## config.mk

```make
export PLATFORM = sky130hd
export DESIGN_NAME = dft_frame_sequencer
export DESIGN_NICKNAME = d
export VERILOG_FILES = /design/src/rtl/dft_frame_sequencer.sv
export SDC_FILE = /design/constraint.sdc
export NUM_CORES = 2
export LEC_CHECK = 0
export BUFFER_PORTS_ARGS = -buffer_cell sky130_fd_sc_hd__buf_2
export CELL_PAD_IN_SITES_DETAIL_PLACEMENT = 1
export CELL_PAD_IN_SITES_GLOBAL_PLACEMENT = 2
export CORE_ASPECT_RATIO = 1.25
export CORE_MARGIN = 5
export CORE_UTILIZATION = 45
export DETAILED_ROUTE_END_ITERATION = 10
export GPL_ROUTABILITY_DRIVEN = 0
export PLACE_DENSITY_LB_ADDON = 0.1
export SYNTH_ARGS = -nofsm -noshare
export SYNTH_HDL_FRONTEND = slang
export SYNTH_SLANG_ARGS = --single-unit
```

## constraint.sdc

```tcl
create_clock -name clk -period 4.7 [get_ports clk]
set_clock_uncertainty 0.2 [all_clocks]
set_input_delay 0.235 -clock clk [delete_from_list [all_inputs] [get_ports clk]]
set_output_delay 0.235 -clock clk [all_outputs]
set_load 0.02 [all_outputs]
```

## src/rtl/dft_frame_sequencer.sv

```systemverilog
// Frame buffer and handshake sequencer for a streaming DFT core: feeds one
// input frame after a start pulse and captures one output frame on next_out.
module dft_frame_sequencer #(
  parameter int DATA_W  = 16,
  parameter int LANES   = 4,
  parameter int WORDS   = 32,
  parameter int TIMEOUT = 4096,
  parameter int IDX_W   = $clog2(WORDS)
) (
  input  logic                      clk,
  input  logic                      reset,
  input  logic                      wr_en_i,
  input  logic [IDX_W-1:0]          wr_idx_i,
  input  logic [LANES*DATA_W-1:0]   wr_data_i,
  input  logic                      start_i,
  input  logic [IDX_W-1:0]          rd_idx_i,
  output logic [LANES*DATA_W-1:0]   rd_data_o,
  output logic                      busy_o,
  output logic                      done_o,
  output logic                      err_busy_o,
  output logic                      err_timeout_o,
  output logic                      core_next_o,
  output logic [LANES*DATA_W-1:0]   core_x_o,
  input  logic                      core_next_out_i,
  input  logic [LANES*DATA_W-1:0]   core_y_i
);

  localparam int WORD_W = LANES * DATA_W;
  localparam int TO_W   = $clog2(TIMEOUT + 1);

  localparam logic [1:0] S_IDLE = 2'd0;
  localparam logic [1:0] S_KICK = 2'd1;
  localparam logic [1:0] S_RUN  = 2'd2;

  localparam logic [IDX_W-1:0] LAST_IDX = IDX_W'(WORDS - 1);
  localparam logic [TO_W-1:0]  TO_LAST  = TO_W'(TIMEOUT - 1);

  logic [WORD_W-1:0] in_mem  [WORDS];
  logic [WORD_W-1:0] out_mem [WORDS];

  logic [1:0]       state;
  logic [IDX_W-1:0] feed_idx;
  logic [IDX_W-1:0] cap_idx;
  logic             feed_done;
  logic             cap_wait;
  logic             cap_active;
  logic             cap_done;
  logic [TO_W-1:0]  to_cnt;

  logic idle;
  logic cap_armed;
  logic feed_fin;
  logic cap_fin;

  assign idle        = (state == S_IDLE);
  assign busy_o      = !idle;
  assign core_next_o = (state == S_KICK);
  // The KICK cycle itself is already a valid response window.
  assign cap_armed   = (state == S_KICK) || cap_wait;
  assign feed_fin    = feed_done || ((state == S_RUN) && (feed_idx == LAST_IDX));
  assign cap_fin     = cap_done || (cap_active && (cap_idx == LAST_IDX));

  // NOTE: frame memories carry no reset; only control state does, so they map onto plain RAM.
  always_ff @(posedge clk) begin
    if (!reset && idle && wr_en_i) in_mem[wr_idx_i] <= wr_data_i;
    if (!reset && cap_active)      out_mem[cap_idx] <= core_y_i;
  end

  // NOTE: every register here uses <= so later statements in this block see pre-edge values.
  always_ff @(posedge clk) begin
    if (reset) begin
      state         <= S_IDLE;
      feed_idx      <= '0;
      cap_idx       <= '0;
      feed_done     <= 1'b0;
      cap_wait      <= 1'b0;
      cap_active    <= 1'b0;
      cap_done      <= 1'b0;
      to_cnt        <= '0;
      core_x_o      <= '0;
      rd_data_o     <= '0;
      done_o        <= 1'b0;
      err_busy_o    <= 1'b0;
      err_timeout_o <= 1'b0;
    end else begin
      rd_data_o <= out_mem[rd_idx_i];
      if (busy_o && (start_i || wr_en_i)) err_busy_o <= 1'b1;

      case (state)
        S_IDLE: begin
          if (start_i) begin
            state         <= S_KICK;
            done_o        <= 1'b0;
            err_busy_o    <= 1'b0;
            err_timeout_o <= 1'b0;
            feed_idx      <= '0;
            cap_idx       <= '0;
            feed_done     <= 1'b0;
            cap_wait      <= 1'b0;
            cap_active    <= 1'b0;
            cap_done      <= 1'b0;
            to_cnt        <= '0;
          end
        end
        S_KICK: begin
          state    <= S_RUN;
          core_x_o <= in_mem[0];
        end
        S_RUN: begin
          if (!feed_done) begin
            if (feed_idx == LAST_IDX) begin
              core_x_o  <= '0;
              feed_done <= 1'b1;
            end else begin
              feed_idx <= feed_idx + 1'b1;
              core_x_o <= in_mem[feed_idx + 1'b1];
            end
          end
          if (cap_active) begin
            if (cap_idx == LAST_IDX) begin
              cap_active <= 1'b0;
              cap_done   <= 1'b1;
            end else begin
              cap_idx <= cap_idx + 1'b1;
            end
          end
          if (feed_fin && cap_fin) begin
            state  <= S_IDLE;
            done_o <= 1'b1;
          end
        end
        default: state <= S_IDLE;
      endcase

      // Response detection and timeout override the feed path when they fire.
      if (cap_armed) begin
        if (core_next_out_i) begin
          cap_wait   <= 1'b0;
          cap_active <= 1'b1;
          cap_idx    <= '0;
        end else if (to_cnt == TO_LAST) begin
          cap_wait      <= 1'b0;
          err_timeout_o <= 1'b1;
          feed_done     <= 1'b1;
          core_x_o      <= '0;
          state         <= S_IDLE;
        end else begin
          cap_wait <= 1'b1;
          to_cnt   <= to_cnt + 1'b1;
        end
      end
    end
  end

endmodule
```

Yosys cells after proc, flatten, opt, wreduce, memory -nomap -nowiden
Memories as Yosys holds them, arrays and structs flattened. A register that Yosys moved wholly into a read port is not among the register bits.
Index checks and enable logic that the tools add are counted.
{"block": "totals", "reg_bits": 96, "ram_bits": 4096, "inputBits": 143, "out_inout_bits": 133, "n_memories": 2}
{"memory": "in_mem", "depth": 32, "word_bits": 64, "rd": 2, "rd_ports_with_merged_regs": 0, "wr": 1, "line": "38", "source": "logic [WORD_W-1:0] in_mem [WORDS];"}
{"memory": "out_mem", "depth": 32, "word_bits": 64, "rd": 1, "rd_ports_with_merged_regs": 1, "wr": 1, "line": "39", "source": "logic [WORD_W-1:0] out_mem [WORDS];"}
{"block": "op_classes", "add_sub_neg": 3, "eq_ne": 11, "muxes": 62, "n_reduce_logical": 21}
{"cell": "2-to-1 mux 64 bit", "n": 5}
{"cell": "case mux 64 bit (2 select lines)", "n": 1}
{"cell": "2-to-1 mux 13 bit", "n": 5}
{"cell": "2-to-1 mux 5 bit", "n": 8}
{"cell": "2-to-1 mux 1 bit", "n": 31}
{"cell": "case mux 5 bit (2 select lines)", "n": 2}
{"cell": "adder 13 x 1 -> 13 bit, second input constant", "n": 1}
{"cell": "equality test 13 x 12 -> 1 bit, second input constant", "n": 1}
{"cell": "adder 5 x 1 -> 5 bit, second input constant", "n": 2}
{"cell": "equality test 5 bit, second input constant", "n": 2}
{"cell": "2-to-1 mux 2 bit", "n": 5}
{"cell": "inequality test 2 bit, second input constant", "n": 4}
{"cell": "case mux 1 bit (2 select lines)", "n": 4}
{"cell": "AND reduction 4 bit", "n": 2}
{"cell": "logical AND 1 bit", "n": 7}
{"cell": "case mux 2 bit (3 select lines)", "n": 1}
{"cell": "nonzero test 2 bit", "n": 3}
{"cell": "logical OR 1 bit", "n": 4}
{"cell": "inequality test 2 x 1 -> 1 bit, second input constant", "n": 2}
{"cell": "AND reduction 3 bit", "n": 1}
{"cell": "equality test 2 x 1 -> 1 bit, second input constant", "n": 1}
{"cell": "equality test 2 bit, second input constant", "n": 1}
{"cell": "logical NOT 1 bit", "n": 2}
{"cell": "logical NOT 2 bit", "n": 1}
{"cell": "AND reduction 2 bit", "n": 1}

Depth between registers and ports, before layout
{"block": "logic_depth", "ltp_word": 9, "depth_mapped": 10}

Worst setup path after synthesis
Ideal clock, no wire load.
{"block": "synth_timing", "path_type": "flip-flop to flip-flop", "startpoint": "reg state[0]", "endpoint": "mem in_mem[12][0] (netlist name) (enable)", "setup_time_ps": 486, "t_arrival_ps": 3930, "required_time_ps": 4014, "setup_slack_ps": 84, "path_stages_with_launch": 7, "path_buffers": 1, "period_less_slack_ps": 4616, "path_cell_list": "dfxtp_1 > inv_1 > ha_1 > nand3b_1 > or3_1 > clkbuf_1 > nor2_1"}
{"block": "synth_between", "elab_chain_len": 5}
{"item": "start: declaration", "line": "41", "source": "logic [1:0] state;"}
{"item": "start signal: assignment", "line": "72", "source": "state <= S_IDLE;"}
{"item": "start signal: assignment", "line": "92", "source": "state <= S_KICK;"}
{"item": "start signal: assignment", "line": "106", "source": "state <= S_RUN;"}
{"item": "logical NOT 2 bit", "line": "55", "source": "assign idle = (state == S_IDLE);"}
{"item": "logical AND 1 bit (2 in series)", "line": "65", "source": "if (!reset && idle && wr_en_i) in_mem[wr_idx_i] <= wr_data_i;"}
{"item": "2-to-1 mux 1 bit", "line": "65"}
{"item": "2-to-1 mux 1 bit (implied by the code)", "line": "65"}
{"item": "end: declaration", "line": "38"}
Every way passes these cells.

Worst setup path after layout
{"block": "layout_timing", "startpoint": "reg feed_idx[0]", "endpoint": "reg core_x_o[13]"}
{"block": "layout_between", "elab_chain_len": 8, "elab_cells_between_ends": 9, "cone_classes": "add/sub (1); eq/ne (1); mux (6); memory (1)"}
{"item": "start: declaration", "line": "42", "source": "logic [IDX_W-1:0] feed_idx;"}
{"item": "start signal: assignment", "line": "115", "source": "feed_idx <= feed_idx + 1'b1;"}
{"item": "adder 5 x 1 -> 5 bit", "line": "116", "source": "core_x_o <= in_mem[feed_idx + 1'b1];"}
{"item": "memory read (32 x 64 bit)"}
{"item": "2-to-1 mux 64 bit *", "line": "111", "source": "if (feed_idx == LAST_IDX) begin"}
{"item": "2-to-1 mux 64 bit *", "line": "110", "source": "if (!feed_done) begin"}
{"item": "case mux 64 bit (2 select lines) *", "line": "89", "source": "case (state)"}
{"item": "2-to-1 mux 64 bit", "line": "141", "source": "end else if (to_cnt == TO_LAST) begin"}
{"item": "2-to-1 mux 64 bit", "line": "137", "source": "if (core_next_out_i) begin"}
{"item": "2-to-1 mux 64 bit *", "line": "136", "source": "if (cap_armed) begin"}
{"item": "end signal: assignment", "line": "107", "source": "core_x_o <= in_mem[0];"}
{"item": "end signal: assignment", "line": "116"}
{"item": "end: declaration", "line": "23", "source": "output logic [LANES*DATA_W-1:0] core_x_o,"}
Mark *: on every way between the ends. The rest lies on a longest branch, timed or not.
A chain may end at the register's enable or synchronous reset.

==> metrics.txt <==
# TYPE chip_impl_metric gauge
chip_impl_metric{name="final_core_utilization",unit="%"} 51.8
chip_impl_metric{name="yosys.area_share.adder",unit="%"} 0.0845
chip_impl_metric{name="synth_enable_flop_cells",unit=""} 4096
chip_impl_metric{name="final_period_minus_worst_setup_slack",unit="ns"} 3.54
chip_impl_metric{name="clock-sinks",unit=""} 4256
chip_impl_metric{name="drv_slew",unit=""} 0
chip_impl_info{name="crit_path_launch_type",value="flip-flop"} 1
chip_impl_metric{name="post_synth_xor_area_fraction",unit="%"} 0.0315
chip_impl_metric{name="grt-ovfl-total",unit=""} 0
chip_impl_metric{name="synth.mux.area_fraction",unit="%"} 15.3
chip_impl_metric{name="die_outline_height",unit="microns"} 682
chip_impl_metric{name="synth_top_area_share",unit="%"} 75.6
chip_impl_metric{name="detail-route-antenna-nets",unit=""} 0
chip_impl_metric{name="cellPowerDensity",unit="mW/mm^2"} 427
chip_impl_info{name="synth_top_family_by_area",value="multiplexers"} 1
chip_impl_info{name="path_delay_family",value="simple AND/OR/NAND/NOR gates"} 1
chip_impl_metric{name="synthSimpleGateAreaFrac",unit="%"} 2.85
chip_impl_metric{name="remaining_drc_errors",unit=""} 0
chip_impl_info{name="crit_path_top_delay_cell",value="dfxtp_4"} 1
chip_impl_metric{name="detail_route.wirelength",unit="microns"} 467000
chip_impl_metric{name="synthesis.instances",unit=""} 7576
chip_impl_metric{name="timing.max_cap.violations",unit=""} 0
chip_impl_info{name="mostFrequentLayoutCells",value="4096 x edfxtp_1, 974 x mux4_2, 458 x nand2_1"} 1
chip_impl_metric{name="synth-seq-area-share",unit="%"} 77.5
chip_impl_info{name="postSynth.topFlopCell",value="edfxtp_1"} 1
chip_impl_info{name="crit_top_cell",value="ha_4"} 1
chip_impl_metric{name="clock.fmax",unit="MHz"} 282
chip_impl_metric{name="synth_area_per_cell",unit="sq um"} 21.5
chip_impl_metric{name="drive_gt1_share",unit="%"} 27.4
chip_impl_metric{name="worstPathRequired",unit="ns"} 5.37
chip_impl_metric{name="post_cts_resized",unit=""} 0
chip_impl_metric{name="cts_buffer_count",unit=""} 425
chip_impl_metric{name="power.static_leakage",unit="nW"} 58.6
chip_impl_metric{name="start_util",unit="%"} 45.1
chip_impl_metric{name="timing.critical_path.slowest_cell_delay",unit="ns"} 0.46
chip_impl_info{name="setup_repair_after_global_routing_missed_its_margin",value="no"} 1
chip_impl_info{name="tritoncts",value="done"} 1
chip_impl_metric{name="synth_async_sr_flop_share",unit="%"} 0
chip_impl_metric{name="placementRows",unit=""} 247
chip_impl_info{name="run_status",value="completed"} 1
chip_impl_metric{name="clk_pin_slew_worst_paths",unit="ns"} 0.06
chip_impl_metric{name="max_slew_margin",unit="%"} 18.6
chip_impl_metric{name="worst_ep_arrival_time",unit="ns"} 4.21
chip_impl_metric{name="overall_global_routing_usage",unit="%"} 24.8
chip_impl_metric{name="routed-via-count",unit=""} 81511
chip_impl_metric{name="synth.net_count",unit=""} 7730
chip_impl_metric{name="worst_path_fanout_max",unit=""} 33
chip_impl_metric{name="tightest_slew",unit="ns"} 1.22
chip_impl_info{name="hold_path_class",value="in2reg"} 1
chip_impl_metric{name="drt-initial-drc-count",unit=""} 7891
chip_impl_metric{name="largest_net_degree_at_the_start_of_global_routing",unit=""} 88
chip_impl_metric{name="ys_warns",unit=""} 0
chip_impl_metric{name="final.fill_count",unit=""} 31331
chip_impl_metric{name="grt_pass1_wl",unit="microns"} 666000
chip_impl_metric{name="finalHoldViolCount",unit=""} 0
chip_impl_metric{name="port_buffers",unit=""} 275
chip_impl_metric{name="layout_worst_path_cycle_share",unit="%"} 75.4
chip_impl_metric{name="num_ports",unit=""} 276
chip_impl_metric{name="cts_hold_buf",unit=""} 142
chip_impl_metric{name="crit_buf_inv",unit=""} 1
chip_impl_metric{name="first_pass_iters",unit=""} 5
chip_impl_metric{name="antenna_found_initial",unit=""} 38
chip_impl_info{name="layout.cells.most_common",value="edfxtp_1"} 1
chip_impl_metric{name="first_global_vias",unit=""} 87585
chip_impl_info{name="cp_cell_sequence",value="ha_4 > and3_1 > ha_4 > or2_1 > or3b_4 > a21o_4 > buf_4 > or3_1 > o22ai_1"} 1
chip_impl_metric{name="drt-wirelength-per-cell",unit="microns"} 35.0
chip_impl_metric{name="cts-root-to-sink-buffers",unit=""} 4
chip_impl_metric{name="synth_seq_cells",unit=""} 4256
chip_impl_metric{name="synth_cell_types",unit=""} 64
chip_impl_metric{name="fin_setup_tns",unit="ns"} 0
chip_impl_metric{name="chipWidth",unit="microns"} 548
chip_impl_info{name="timing.critical_path.to_type",value="flip-flop"} 1
chip_impl_metric{name="vdd_ir_drop_max",unit="mV"} 0.323
chip_impl_info{name="cell_accounting_for_the_most_synthesized_area",value="edfxtp_1"} 1
chip_impl_info{name="criticalPathCategory",value="reg2reg"} 1
chip_impl_info{name="synth_top_cells_by_area",value="edfxtp_1 76%, mux4_2 13%, dfxtp_1 2.0%"} 1
chip_impl_metric{name="routed_via_density",unit=""} 6.10
chip_impl_metric{name="floorplan.die_area",unit="sq mm"} 0.374
chip_impl_metric{name="final_net_count",unit=""} 8399
chip_impl_metric{name="final_setup_violation_count",unit=""} 0
chip_impl_metric{name="synth_compound_area_share",unit="%"} 2.71
chip_impl_info{name="cts_root_buf",value="clkbuf_16"} 1
chip_impl_metric{name="floorplan.core_area",unit="sq mm"} 0.361
chip_impl_metric{name="post_cts.repair.setup_buffers",unit=""} 0
chip_impl_metric{name="dp_hpwl",unit="microns"} 253000
chip_impl_metric{name="mappedNetlistArea",unit="sq mm"} 0.163
chip_impl_metric{name="area_delta_synth_final",unit="%"} 15.1
chip_impl_metric{name="clock_latency_reported_for_the_late_side_of_the_worst_skew_pair",unit="ns"} 0.96
chip_impl_metric{name="cts_htree_levels",unit=""} 5
-- logic make-up (layout without fill, tap and decap cells) --
family / count (synthesis) / after routing
compound gates: 586 / 586
mux: 1252 / 1252
other cells: 0 / 19
xor+xnor: 5 / 5
fa+ha+maj: 11 / 11
flops: 4256 / 4256
buf+inv: 474 / 1509
simple gates: 992 / 992
-- final cells by class --
| type | instances | area [sq um] | share of cell area [%] |
|---|---|---|---|
| multi-input cells | 2846 | 34700 | 18.5 |
| clock inverters | 218 | 2440 | 1.30 |
| repair buffers | 707 | 6240 | 3.33 |
| flip-flops and latches | 4256 | 126000 | 67.4 |
| inverters | 9 | 33.8 | 0.0180 |
| well taps | 4731 | 5920 | 3.16 |
| clock buffers | 575 | 11700 | 6.26 |
| diodes | 19 | 47.5 | 0.0254 |
-- sequential cells by signal (all words and copies together) (netlist names) --
name,flops
core_x_o,64
cap_active,1
to_cnt,13
err_busy_o,1
rd_data_o,64
cap_wait,1
in_mem,2048
err_timeout_o,1
state,2
feed_idx,5
cap_idx,5
feed_done,1
out_mem,2048
done_o,1
cap_done,1
-- layer usage --
metal	wire, microns	GRT usage, %	vias to the layer above	share of wire [%]
met3	25100	3.60	629	5.4
li1	-	-	33245	-
met1	187000	32.9	45145	40
met4	12100	6.00	8	2.6
met5	50	0	-	0.011
met2	242000	43.5	2484	52
-- worst min-delay path, cell delays in order --
cell and delay (ns):
buf_8 0.30, mux2i_1 0.26, a221oi_1 0.11, o21ai_0 0.15, a311oi_1 0.09
-- power by group --
part           total, mW  internal (mW)  switching, mW
logic               3.58           1.31           2.27
registers           41.9           41.7          0.129
clock network       34.6           20.2           14.4
-- path summary, 6_finish.rpt --
| check | slack (ns) | start | to | depth (start not counted) |
|---|---|---|---|---|
| setup / recovery | 1.16 | feed_idx[0]$_SDFFE_PP0P_ | core_x_o[13]$_SDFF_PP0_ | 9 |
| hold / removal | 0.09 | rd_idx_i[0] | rd_data_o[58]$_SDFF_PP0_ | 5 |
| setup reg to reg | 1.16 | feed_idx[0]$_SDFFE_PP0P_ | core_x_o[13]$_SDFF_PP0_ | 9 |
| hold reg to reg | 0.25 | to_cnt[10]$_SDFF_PP0_ | to_cnt[10]$_SDFF_PP0_ | 1 |
-- through the flow --
stage          cell area, sq um  hold slack, ns  total power, mW  setup slack (ns)  instances
6_report                 187000          0.0879             80.0              1.16      13361
5_1_grt                  187000          0.0841             82.7              1.05      13347
4_1_cts                  187000          0.0143             80.9              1.16      13342
3_5_place_dp             172000           0.242             46.2              1.16      12407
3_3_place_gp             172000           0.234             46.1              1.19      12407
2_1_floorplan            163000           0.134             44.6            0.0838       7576
-- synthesized netlist by cell type (6+ instances only) --
| cell | n |
|---|---|
| a22o_1 | 57 |
| a21oi_1 | 49 |
| a221oi_1 | 53 |
| or3_1 | 64 |
| edfxtp_1 | 4096 |
| nor2_1 | 155 |
| buf_1 | 42 |
| o21ai_0 | 38 |
| nand3_1 | 12 |
| dfxtp_1 | 160 |
| a31o_2 | 12 |
| mux2i_1 | 187 |
| mux2_2 | 91 |
| buf_2 | 120 |
| nand2_1 | 460 |
| o311ai_1 | 60 |
| nand2b_1 | 7 |
| ha_1 | 11 |
| mux4_2 | 974 |
| nor3_1 | 60 |
| nor2b_1 | 6 |
| and2_1 | 62 |
| buf_4 | 59 |
| a2111oi_0 | 68 |
| and2_0 | 10 |
| buf_6 | 41 |
| nand4_1 | 127 |
| a311oi_1 | 12 |
| clkbuf_1 | 198 |
| nand3b_1 | 9 |
| a22oi_1 | 103 |
| o22ai_1 | 103 |
| inv_1 | 8 |
| a211oi_1 | 8 |
Note: power is estimated with default switching activity, not from simulation.
